### config.mk
export PLATFORM = sky130hd
export DESIGN_NAME = lanes_rx_align_ctrl
export DESIGN_NICKNAME = d
export VERILOG_FILES = /design/src/rtl/lanes_rx_align_ctrl.sv
export SDC_FILE = /design/constraint.sdc
export NUM_CORES = 1
export LEC_CHECK = 0
export ABC_AREA = 1
export CORE_ASPECT_RATIO = 1.75
export CORE_UTILIZATION = 55
export CTS_BUF_LIST = sky130_fd_sc_hd__clkbuf_8
export DETAILED_ROUTE_END_ITERATION = 8
export PLACE_DENSITY = 0.74
export RECOVER_POWER = 25
export SETUP_SLACK_MARGIN = 0.05
export SYNTH_ARGS = -nofsm -noshare
export SYNTH_HDL_FRONTEND = slang
export SYNTH_SLANG_ARGS = --single-unit
### constraint.sdc
create_clock -name clk -period 6.9 [get_ports clk]
set_input_delay 2.07 -clock clk [delete_from_list [all_inputs] [get_ports clk]]
set_output_delay 2.07 -clock clk [all_outputs]
set_load 0.01 [all_outputs]
### src/rtl/lanes_rx_align_ctrl.sv
// rtl/lanes_rx_align_ctrl.sv - two-lane receive symbol alignment controller
module lanes_rx_align_ctrl #(
  parameter int unsigned GOOD_LOCK = 64,
  parameter int unsigned BAD_LIMIT = 8,
  parameter int unsigned WINDOW    = 64,
  parameter int unsigned MAX_SLIP  = 132
) (
  input  logic       clk,
  input  logic       rst,
  input  logic       rx_en,
  input  logic [1:0] gen_speed,
  input  logic       sym_valid,
  input  logic       sym_strobe,
  input  logic [3:0] lane_0_hdr,
  input  logic [3:0] lane_1_hdr,
  output logic       enable_deser,
  output logic       rx_locked,
  output logic       align_timeout,
  output logic [7:0] slip_count
);

  typedef enum logic [2:0] {
    S_IDLE   = 3'd0,
    S_HUNT   = 3'd1,
    S_VERIFY = 3'd2,
    S_LOCKED = 3'd3,
    S_SLIP   = 3'd4
  } state_t;

  localparam logic [7:0] C_GOOD_LOCK = 8'(GOOD_LOCK);
  localparam logic [7:0] C_BAD_LIMIT = 8'(BAD_LIMIT);
  localparam logic [7:0] C_WINDOW    = 8'(WINDOW);
  localparam logic [7:0] C_MAX_SLIP  = 8'(MAX_SLIP);

  state_t     r_state, w_state_nxt;
  logic [1:0] r_speed;
  logic [7:0] r_good_cnt, w_good_cnt_nxt;
  logic [7:0] r_win_cnt, w_win_cnt_nxt;
  logic [7:0] r_bad_cnt, w_bad_cnt_nxt;
  logic [7:0] r_slip_tmo, w_slip_tmo_nxt;
  logic [7:0] r_slip_count, w_slip_count_nxt;
  logic       r_restart, w_restart_nxt;
  logic       r_enable, w_enable_nxt;
  logic       r_locked, w_locked_nxt;
  logic       r_timeout, w_timeout_nxt;

  logic       w_evt;
  logic       w_gen4;
  logic       w_good;
  logic       w_speed_chg;
  logic [7:0] w_good_inc;
  logic [7:0] w_win_inc;
  logic [7:0] w_bad_inc;
  logic [7:0] w_slip_inc;
  logic [7:0] w_tmo_inc;

  // Per-lane sync header check for the currently registered speed.
  function automatic logic hdr_ok(input logic [3:0] h, input logic [1:0] spd);
    logic ok;
    case (spd)
      2'b01:   ok = (h == 4'b0101) || (h == 4'b1010);
      2'b10:   ok = h[1] ^ h[0];
      default: ok = 1'b1;
    endcase
    return ok;
  endfunction

  assign w_evt       = sym_strobe & sym_valid;
  assign w_gen4      = (r_speed == 2'b00) || (r_speed == 2'b11);
  assign w_good      = hdr_ok(lane_0_hdr, r_speed) & hdr_ok(lane_1_hdr, r_speed);
  assign w_speed_chg = (gen_speed != r_speed);
  assign w_good_inc  = (r_good_cnt == 8'hFF) ? r_good_cnt : r_good_cnt + 8'd1;
  assign w_win_inc   = r_win_cnt + 8'd1;
  assign w_bad_inc   = r_bad_cnt + {7'd0, ~w_good};
  assign w_slip_inc  = (r_slip_count == 8'hFF) ? r_slip_count : r_slip_count + 8'd1;
  assign w_tmo_inc   = r_slip_tmo + 8'd1;

  // Register every piece of state; speed copy tracks the input every cycle.
  always_ff @(posedge clk or posedge rst) begin
    if (rst) begin
      r_state      <= S_IDLE;
      r_speed      <= 2'b00;
      r_good_cnt   <= 8'd0;
      r_win_cnt    <= 8'd0;
      r_bad_cnt    <= 8'd0;
      r_slip_tmo   <= 8'd0;
      r_slip_count <= 8'd0;
      r_restart    <= 1'b0;
      r_enable     <= 1'b0;
      r_locked     <= 1'b0;
      r_timeout    <= 1'b0;
    end else begin
      r_state      <= w_state_nxt;
      r_speed      <= gen_speed;
      r_good_cnt   <= w_good_cnt_nxt;
      r_win_cnt    <= w_win_cnt_nxt;
      r_bad_cnt    <= w_bad_cnt_nxt;
      r_slip_tmo   <= w_slip_tmo_nxt;
      r_slip_count <= w_slip_count_nxt;
      r_restart    <= w_restart_nxt;
      r_enable     <= w_enable_nxt;
      r_locked     <= w_locked_nxt;
      r_timeout    <= w_timeout_nxt;
    end
  end

  // Next-state and next-output decisions: rx_en drop, then speed restart, then per-state rules.
  always_comb begin
    w_state_nxt      = r_state;
    w_good_cnt_nxt   = r_good_cnt;
    w_win_cnt_nxt    = r_win_cnt;
    w_bad_cnt_nxt    = r_bad_cnt;
    w_slip_tmo_nxt   = r_slip_tmo;
    w_slip_count_nxt = r_slip_count;
    w_restart_nxt    = r_restart;
    w_enable_nxt     = r_enable;
    w_locked_nxt     = r_locked;
    w_timeout_nxt    = 1'b0;

    if (!rx_en) begin
      w_state_nxt      = S_IDLE;
      w_enable_nxt     = 1'b0;
      w_locked_nxt     = 1'b0;
      w_good_cnt_nxt   = 8'd0;
      w_win_cnt_nxt    = 8'd0;
      w_bad_cnt_nxt    = 8'd0;
      w_slip_tmo_nxt   = 8'd0;
      w_slip_count_nxt = 8'd0;
      w_restart_nxt    = 1'b0;
    end else if ((r_state != S_IDLE) && w_speed_chg) begin
      // Restart slip: reframes the deserializer but is not counted as an alignment slip.
      w_state_nxt      = S_SLIP;
      w_enable_nxt     = 1'b0;
      w_locked_nxt     = 1'b0;
      w_good_cnt_nxt   = 8'd0;
      w_win_cnt_nxt    = 8'd0;
      w_bad_cnt_nxt    = 8'd0;
      w_slip_tmo_nxt   = 8'd0;
      w_slip_count_nxt = 8'd0;
      w_restart_nxt    = 1'b1;
    end else begin
      case (r_state)
        S_IDLE: begin
          w_state_nxt  = S_HUNT;
          w_enable_nxt = 1'b1;
        end
        S_HUNT, S_VERIFY: begin
          if (w_evt) begin
            if ((r_state == S_HUNT && w_gen4) ||
                (w_good && r_state == S_VERIFY && w_good_inc == C_GOOD_LOCK)) begin
              w_state_nxt    = S_LOCKED;
              w_locked_nxt   = 1'b1;
              w_good_cnt_nxt = 8'd0;
              w_win_cnt_nxt  = 8'd0;
              w_bad_cnt_nxt  = 8'd0;
              w_slip_tmo_nxt = 8'd0;
            end else if (w_good) begin
              w_state_nxt    = S_VERIFY;
              w_good_cnt_nxt = (r_state == S_HUNT) ? 8'd1 : w_good_inc;
            end else begin
              w_state_nxt    = S_SLIP;
              w_enable_nxt   = 1'b0;
              w_good_cnt_nxt = 8'd0;
              w_restart_nxt  = 1'b0;
            end
          end
        end
        S_LOCKED: begin
          if (w_evt) begin
            if (w_bad_inc == C_BAD_LIMIT) begin
              w_state_nxt   = S_SLIP;
              w_enable_nxt  = 1'b0;
              w_locked_nxt  = 1'b0;
              w_win_cnt_nxt = 8'd0;
              w_bad_cnt_nxt = 8'd0;
              w_restart_nxt = 1'b0;
            end else if (w_win_inc == C_WINDOW) begin
              w_win_cnt_nxt = 8'd0;
              w_bad_cnt_nxt = 8'd0;
            end else begin
              w_win_cnt_nxt = w_win_inc;
              w_bad_cnt_nxt = w_bad_inc;
            end
          end
        end
        S_SLIP: begin
          w_state_nxt   = S_HUNT;
          w_enable_nxt  = 1'b1;
          w_restart_nxt = 1'b0;
          if (!r_restart) begin
            w_slip_count_nxt = w_slip_inc;
            if (w_tmo_inc == C_MAX_SLIP) begin
              w_timeout_nxt  = 1'b1;
              w_slip_tmo_nxt = 8'd0;
            end else begin
              w_slip_tmo_nxt = w_tmo_inc;
            end
          end
        end
        default: begin
          w_state_nxt  = S_IDLE;
          w_enable_nxt = 1'b0;
        end
      endcase
    end
  end

  assign enable_deser  = r_enable;
  assign rx_locked     = r_locked;
  assign align_timeout = r_timeout;
  assign slip_count    = r_slip_count;

endmodule

[Word-level counts from Yosys, hierarchy flattened]
Index checks and enable logic that the tools add are counted.
Operators by class
  add/sub/neg operators: 5
  multipliers: 0
  divide/modulo/power cells: 0
  magnitude comparators: 0
  eq/ne operators: 33
  shift operators: 0
  mux-type cells: 63
  bitwise logic cells: 5
  reductions and logical operators: 21
Operators with widths (number)
  $mux W8: 29
  $pmux W8 S2: 3
  $add A8 B1 Y8 const B: 4
  $ne A4 B4 Y1 const B: 7
  $eq A8 B8 Y1 const B: 3
  $mux W3: 7
  $mux W1: 18
  $eq A8 B7 Y1 const B: 2
  $reduce_and A5 Y1: 2
  $ne A3 B1 Y1 const B: 3
  $pmux W3 S3: 1
  $add A8 B1 Y8: 1
  $eq A4 B3 Y1 const B: 2
  $eq A4 B4 Y1 const B: 2
  $eq A8 B4 Y1 const B: 1
  $ne A4 B1 Y1 const B: 2
  $reduce_and A4 Y1: 2
  $eq A3 B2 Y1 const B: 2
  $ne A3 B2 Y1 const B: 2
  $pmux W1 S2: 3
  $pmux W1 S3: 2
  $reduce_and A3 Y1: 2
  $reduce_and A6 Y1: 1
  $ne A5 B1 Y1 const B: 1
  other kinds (15): 25
Word-level totals
  bits in registers: 49
  latch bits: 0
  RAM bits: 0
  ROM bits: 0
  input bits: 15
  output and inout bits: 11
  word-level logic and storage cells: 138
  memories kept: 0

[Logic depth before layout (Yosys ltp)]
  depth after elaboration: 12
  mapped depth: 20
  depth with buffers taken out: 20

[Worst setup path after synthesis]
OpenSTA, ideal clock, no wires.
  kind: input -> register
  start point: input port lane_0_hdr[0]
  end point: register r_win_cnt[6]
  arrival: 4.179 ns
  required time: 6.781 ns
  setup slack: 2.602 ns
  cell stages on the path: 15
  cells stage by stage: inv_1 ha_1 or2_2 nand3_1 nand2_1 ha_1 ha_1 nand3_1 xor2_1 nand3_1 nor2_1 nand3_2 buf_2 nand4_1 o21ai_2
On the way
  longest elaborated chain between the ends: 12
Ends and longest elaborated chain
  from (decl): line 14  | input logic [3:0] lane_0_hdr,
  $eq A4 B3 Y1 or $eq A4 B4 Y1 (tied branches): line 61  | 2'b01: ok = (h == 4'b0101) || (h == 4'b1010);
  $logic_or A1 B1 Y1: line 61
  $pmux W1 S2 (*): line 60  | case (spd)
  $and A1 B1 Y1 (*): line 70  | assign w_good = hdr_ok(lane_0_hdr, r_speed) & hdr_ok(lane_1_hdr, r_speed);
  $not A1 Y1: line 74  | assign w_bad_inc = r_bad_cnt + {7'd0, ~w_good};
  $add A8 B1 Y8: line 74
  $eq A8 B4 Y1: line 170  | if (w_bad_inc == C_BAD_LIMIT) begin
  $mux W8: line 170
  $mux W8: line 169  | if (w_evt) begin
  $pmux W8 S2: line 142  | case (r_state)
  $mux W8: line 130  | end else if ((r_state != S_IDLE) && w_speed_chg) begin
  $mux W8: line 120  | if (!rx_en) begin
  to (signal assigned): line 96  | r_win_cnt <= w_win_cnt_nxt;
  to (decl): line 38  | logic [7:0] r_win_cnt, w_win_cnt_nxt;
Mark *: on every way between the ends. The rest lies on a longest branch, timed or not. The select of a mux whose other input is x is not followed.
A chain may end at the register's enable or synchronous reset.

[Worst setup path in the final report]
  start point: input port lane_1_hdr[0]
  end point: register r_enable (netlist: enable_deser)
On the way
  longest elaborated chain between the ends: 9
Ends and longest elaborated chain
  from (decl): line 15  | input logic [3:0] lane_1_hdr,
  $eq A4 B3 Y1 or $eq A4 B4 Y1 (tied branches): line 61
  $logic_or A1 B1 Y1: line 61
  $pmux W1 S2 (*): line 60
  $and A1 B1 Y1 (*): line 70
  $not A1 Y1 or $logic_and A1 B1 Y1 (tied branches): line 74, 150
  $add A8 B1 Y8 or $logic_and A1 B1 Y1 (tied branches): line 74, 150
  $eq A8 B4 Y1 or $logic_or A1 B1 Y1 (tied branches): line 170, 149
  $ne A4 B4 Y1 (no source line)
  $reduce_and A5 Y1 (no source line) (*)
  to (signal assigned): line 101  | r_enable <= w_enable_nxt;
  to (decl): line 43  | logic r_enable, w_enable_nxt;
Mark *: on every way between the ends. The rest lies on a longest branch, timed or not.

==> impl_metrics.yaml <==
cts:
  cts_buffers: 5
  cts_max_path_buffers: 2
  cts_tree: "done"
  root_buffer: "clkbuf_8"
  clkTransAtPathRegs_ps: 90
  hold_buffers: 0
  cts.sinks: 49
  cts_max_level: 2
  post_cts_buffers: 0
  insertion_delay_ps: 310
  cts_resized: 0
drt:
  drc: 0
  vias_per_cell: 5.41
  dr_wl_met3_um: 173
  vias: 3080
  drt_iter0_drc: 206
  wl_per_cell_um: 12.7
  dr_wl_met2_um: 3940
  highest_layer: "met4"
  first_pass_iters: 4
  ant_nets: 0
  routed_wl_um: 7240
  met1Wirelength_um: 2860
global_routing:
  globalRouteTotalUtil_pct: 24.2
  grt_pass1_wl_um: 12900
  antenna_found_initial: 0
  grt_max_degree: 50
  grt-ovfl-total: 0
  grt_pass1_vias: 2984
yosys:
  yosys.cell_types.count: 35
  ys_ff_latch: 49
  yosys.area.top_type: "dfrtp_1"
  syn_nets: 492
  syn-mean-instance-area_um2: 7.57
  synthesis.area_um2: 3510
  synthTopCellsByArea: "dfrtp_1 35%, nand2_1 11%, inv_1 6.9%"
  ys_seq_area_share_pct: 34.9
  synth_top_area_share_pct: 34.9
  yosysWarningCount: 0
  syn_inst: 464
outcome:
  status: "complete, but fails checks"
  violations: "max-capacitance violations, max-slew violations"
floorplanning:
  die_y_um: 108
  ioPinCount: 26
  dieWidth_um: 62.4
  fp.dieArea_um2: 6720
  rows: 38
  core_area_um2: 6180
  start_util_pct: 56.8
place:
  place_inst: 562
  globalplace.congestion: 0.850
  io_buffer_count: 25
  dp_hpwl_um: 5590
setup_path:
  critPathArrivalTime_ps: 5100
  crit_type: "input pin to flop"
  critPathCaptureType: "flop"
  crit_buf_inv: 2
  r2r-start: "r_speed[0]"
  cpPeakStageDelay_ps: 480
  path_cells: "clkdlybuf4s50_1 > inv_1 > ha_1 > or2_2 > nand3_1 > nand2_1 > ha_1 > ha_1 > nand3_1 > xor2_1 > nand3_1 > nor2_1 > nand3_2 > nand2_1 > nand2_1 > o21ai_1 > o21ai_0"
  cp_slowest_cell: "clkdlybuf4s50_1"
  path_max_fanout: 15
  cpLargestDelayFamily: "simple AND/OR/NAND/NOR gates"
  startpoint_type: "input pin"
  worstPathRequired_ps: 7090
  startpoint: "lane_1_hdr[0]"
timing:
  skew_ps: 6.34
  max_freq_mhz: 204
  setup_violations: 0
  rsz0062_at_grt: "no"
  slew-limit-headroom_pct: -75.4
  hold_viol: 0
  setup_tns_ps: 0
  fin_crit_sh_pct: 71.2
  period_needed_ps: 4910
  worst_pin_slew_ps: 2630
  slew_violations: 50
job:
  max_cap_violations: 1
pwr:
  ir_drop_mv: 0.144
  p_leak_nw: 1.88
  powerDensity_nw_per_um2: 206
layout:
  stdcell_count: 569
  layout.nets: 517
  drive_above_1_share_pct: 15.7
  synthToLayoutAreaGrowth_pct: 10.6
  num_antenna_cells: 0
min_path:
  worstHoldStart: "r_bad_cnt[0]"
  hold_path_class: "flop to flop"
[worst register-to-register path, stage by stage, from the launching register on]
cell and delay (ps):
dfrtp_1 410, inv_1 60, ha_1 130, inv_1 40, or2_2 260, nand3_1 80, nand2_1 130, ha_1 230
ha_1 200, nand3_1 120, xor2_1 200, nand3_1 90, nor2_1 110, nand3_2 270, nand2_1 210, nand2_1 90
o21ai_1 110, o21ai_0 80
[Yosys cell counts, drive strengths merged]
| cell | number |
|---|---|
| nand2 | 121 |
| inv | 70 |
| nand3 | 53 |
| dfrtp | 49 |
| nor2 | 43 |
| o21ai | 34 |
| nand4 | 25 |
| ha | 13 |
| a21oi | 8 |
| buf | 8 |
| nor3 | 8 |
| xnor2 | 8 |
| xor2 | 6 |
| or2 | 5 |
| nand3b | 4 |
| a21o | 2 |
| a211oi | 1 |
| a31oi | 1 |
| and2 | 1 |
| nor3b | 1 |
| o211ai | 1 |
| o21bai | 1 |
| o22ai | 1 |
[cells by family after synthesis]
kind of cell / Yosys count / synth area share [%]
compound gates: 49 / 9.44
xor+xnor: 14 / 3.49
fa+ha+maj: 13 / 4.63
buf+inv: 78 / 9.51
flops: 49 / 34.9
simple gates: 261 / 38.0
[cell usage in the layout, fill, tap and decap left out, types with 2 or more instances in the layout]
cell,Yosys,layout
a21o_1,2,2
a21oi_1,7,7
clkbuf_8,0,6
clkdlybuf4s50_1,0,22
dfrtp_1,49,49
dlygate4sd3_1,0,3
ha_1,13,13
inv_1,65,64
inv_2,5,5
nand2_1,99,99
nand2_2,19,19
nand2_4,3,3
nand3_1,46,46
nand3_2,5,5
nand3_4,2,2
nand3b_1,4,4
nand4_1,25,25
nor2_1,31,31
nor2_2,7,7
nor2_4,4,4
nor3_1,8,8
o21ai_0,14,14
o21ai_1,2,2
o21ai_2,18,18
or2_2,5,5
xnor2_1,8,8
xor2_1,6,6
[power breakdown]
| group | switching [W] | internal (W) | leakage (nW) | total, W |
|---|---|---|---|---|
| sequential | 0.0000237 | 0.000307 | 0.674 | 0.000331 |
| combinational | 0.000208 | 0.0000813 | 1.17 | 0.000290 |
| clock | 0.0000986 | 0.0000794 | 0.0433 | 0.000178 |
| total | 0.000331 | 0.000468 | 1.88 | 0.000799 |
[metrics by stage]
stage                     hold slack (ps)  total power (W)  instance area, µm²  util (%)  setup slack, ps
final                                 503         0.000799                3890      62.9             1990
after global placement                480         0.000626                3800      61.5             1750
after CTS                             509         0.000808                3890      62.9             1990
after global routing                  543         0.000857                3890      62.9             1580
after floorplan                       463         0.000572                3510         -             2600
after detailed placement              490         0.000629                3800      61.5             1660
[layout make-up]
type | instances | area, µm²
Clock inverter | 1 | 7.51
Fill cell | 568 | 2290
Timing Repair Buffer | 26 | 254
Inverter | 70 | 263
Sequential cell | 49 | 1230
Tap cell | 80 | 100
Clock buffer | 6 | 82.6
Multi-Input combinational cell | 337 | 1950
[flip-flops by register name, summed over array words and instances, names as in the netlist]
name,count
r_restart,1
r_state,3
r_slip_tmo,8
r_speed,2
align_timeout,1
r_good_cnt,8
r_win_cnt,8
slip_count,8
r_bad_cnt,8
rx_locked,1
enable_deser,1
[worst paths after layout]
check / to / slack (ps) / depth (start not counted)
setup / recovery: enable_deser / 1990 / 17
hold / removal: r_bad_cnt[0] / 500 / 2
setup reg to reg: enable_deser / 3940 / 17
hold reg to reg: r_bad_cnt[0] / 500 / 2
max in group asynchronous: r_state[1] / 2220 / 3
min in group asynchronous: r_slip_tmo[4] / 3180 / 3
[routing by layer]
layer,vias up,global-route usage (%)
met5,-,0
met3,22,3.39
li1,1556,-
met4,0,12.6
met1,1446,26.1
met2,56,45.1
No activity file was read; power rests on OpenSTA's default activity.
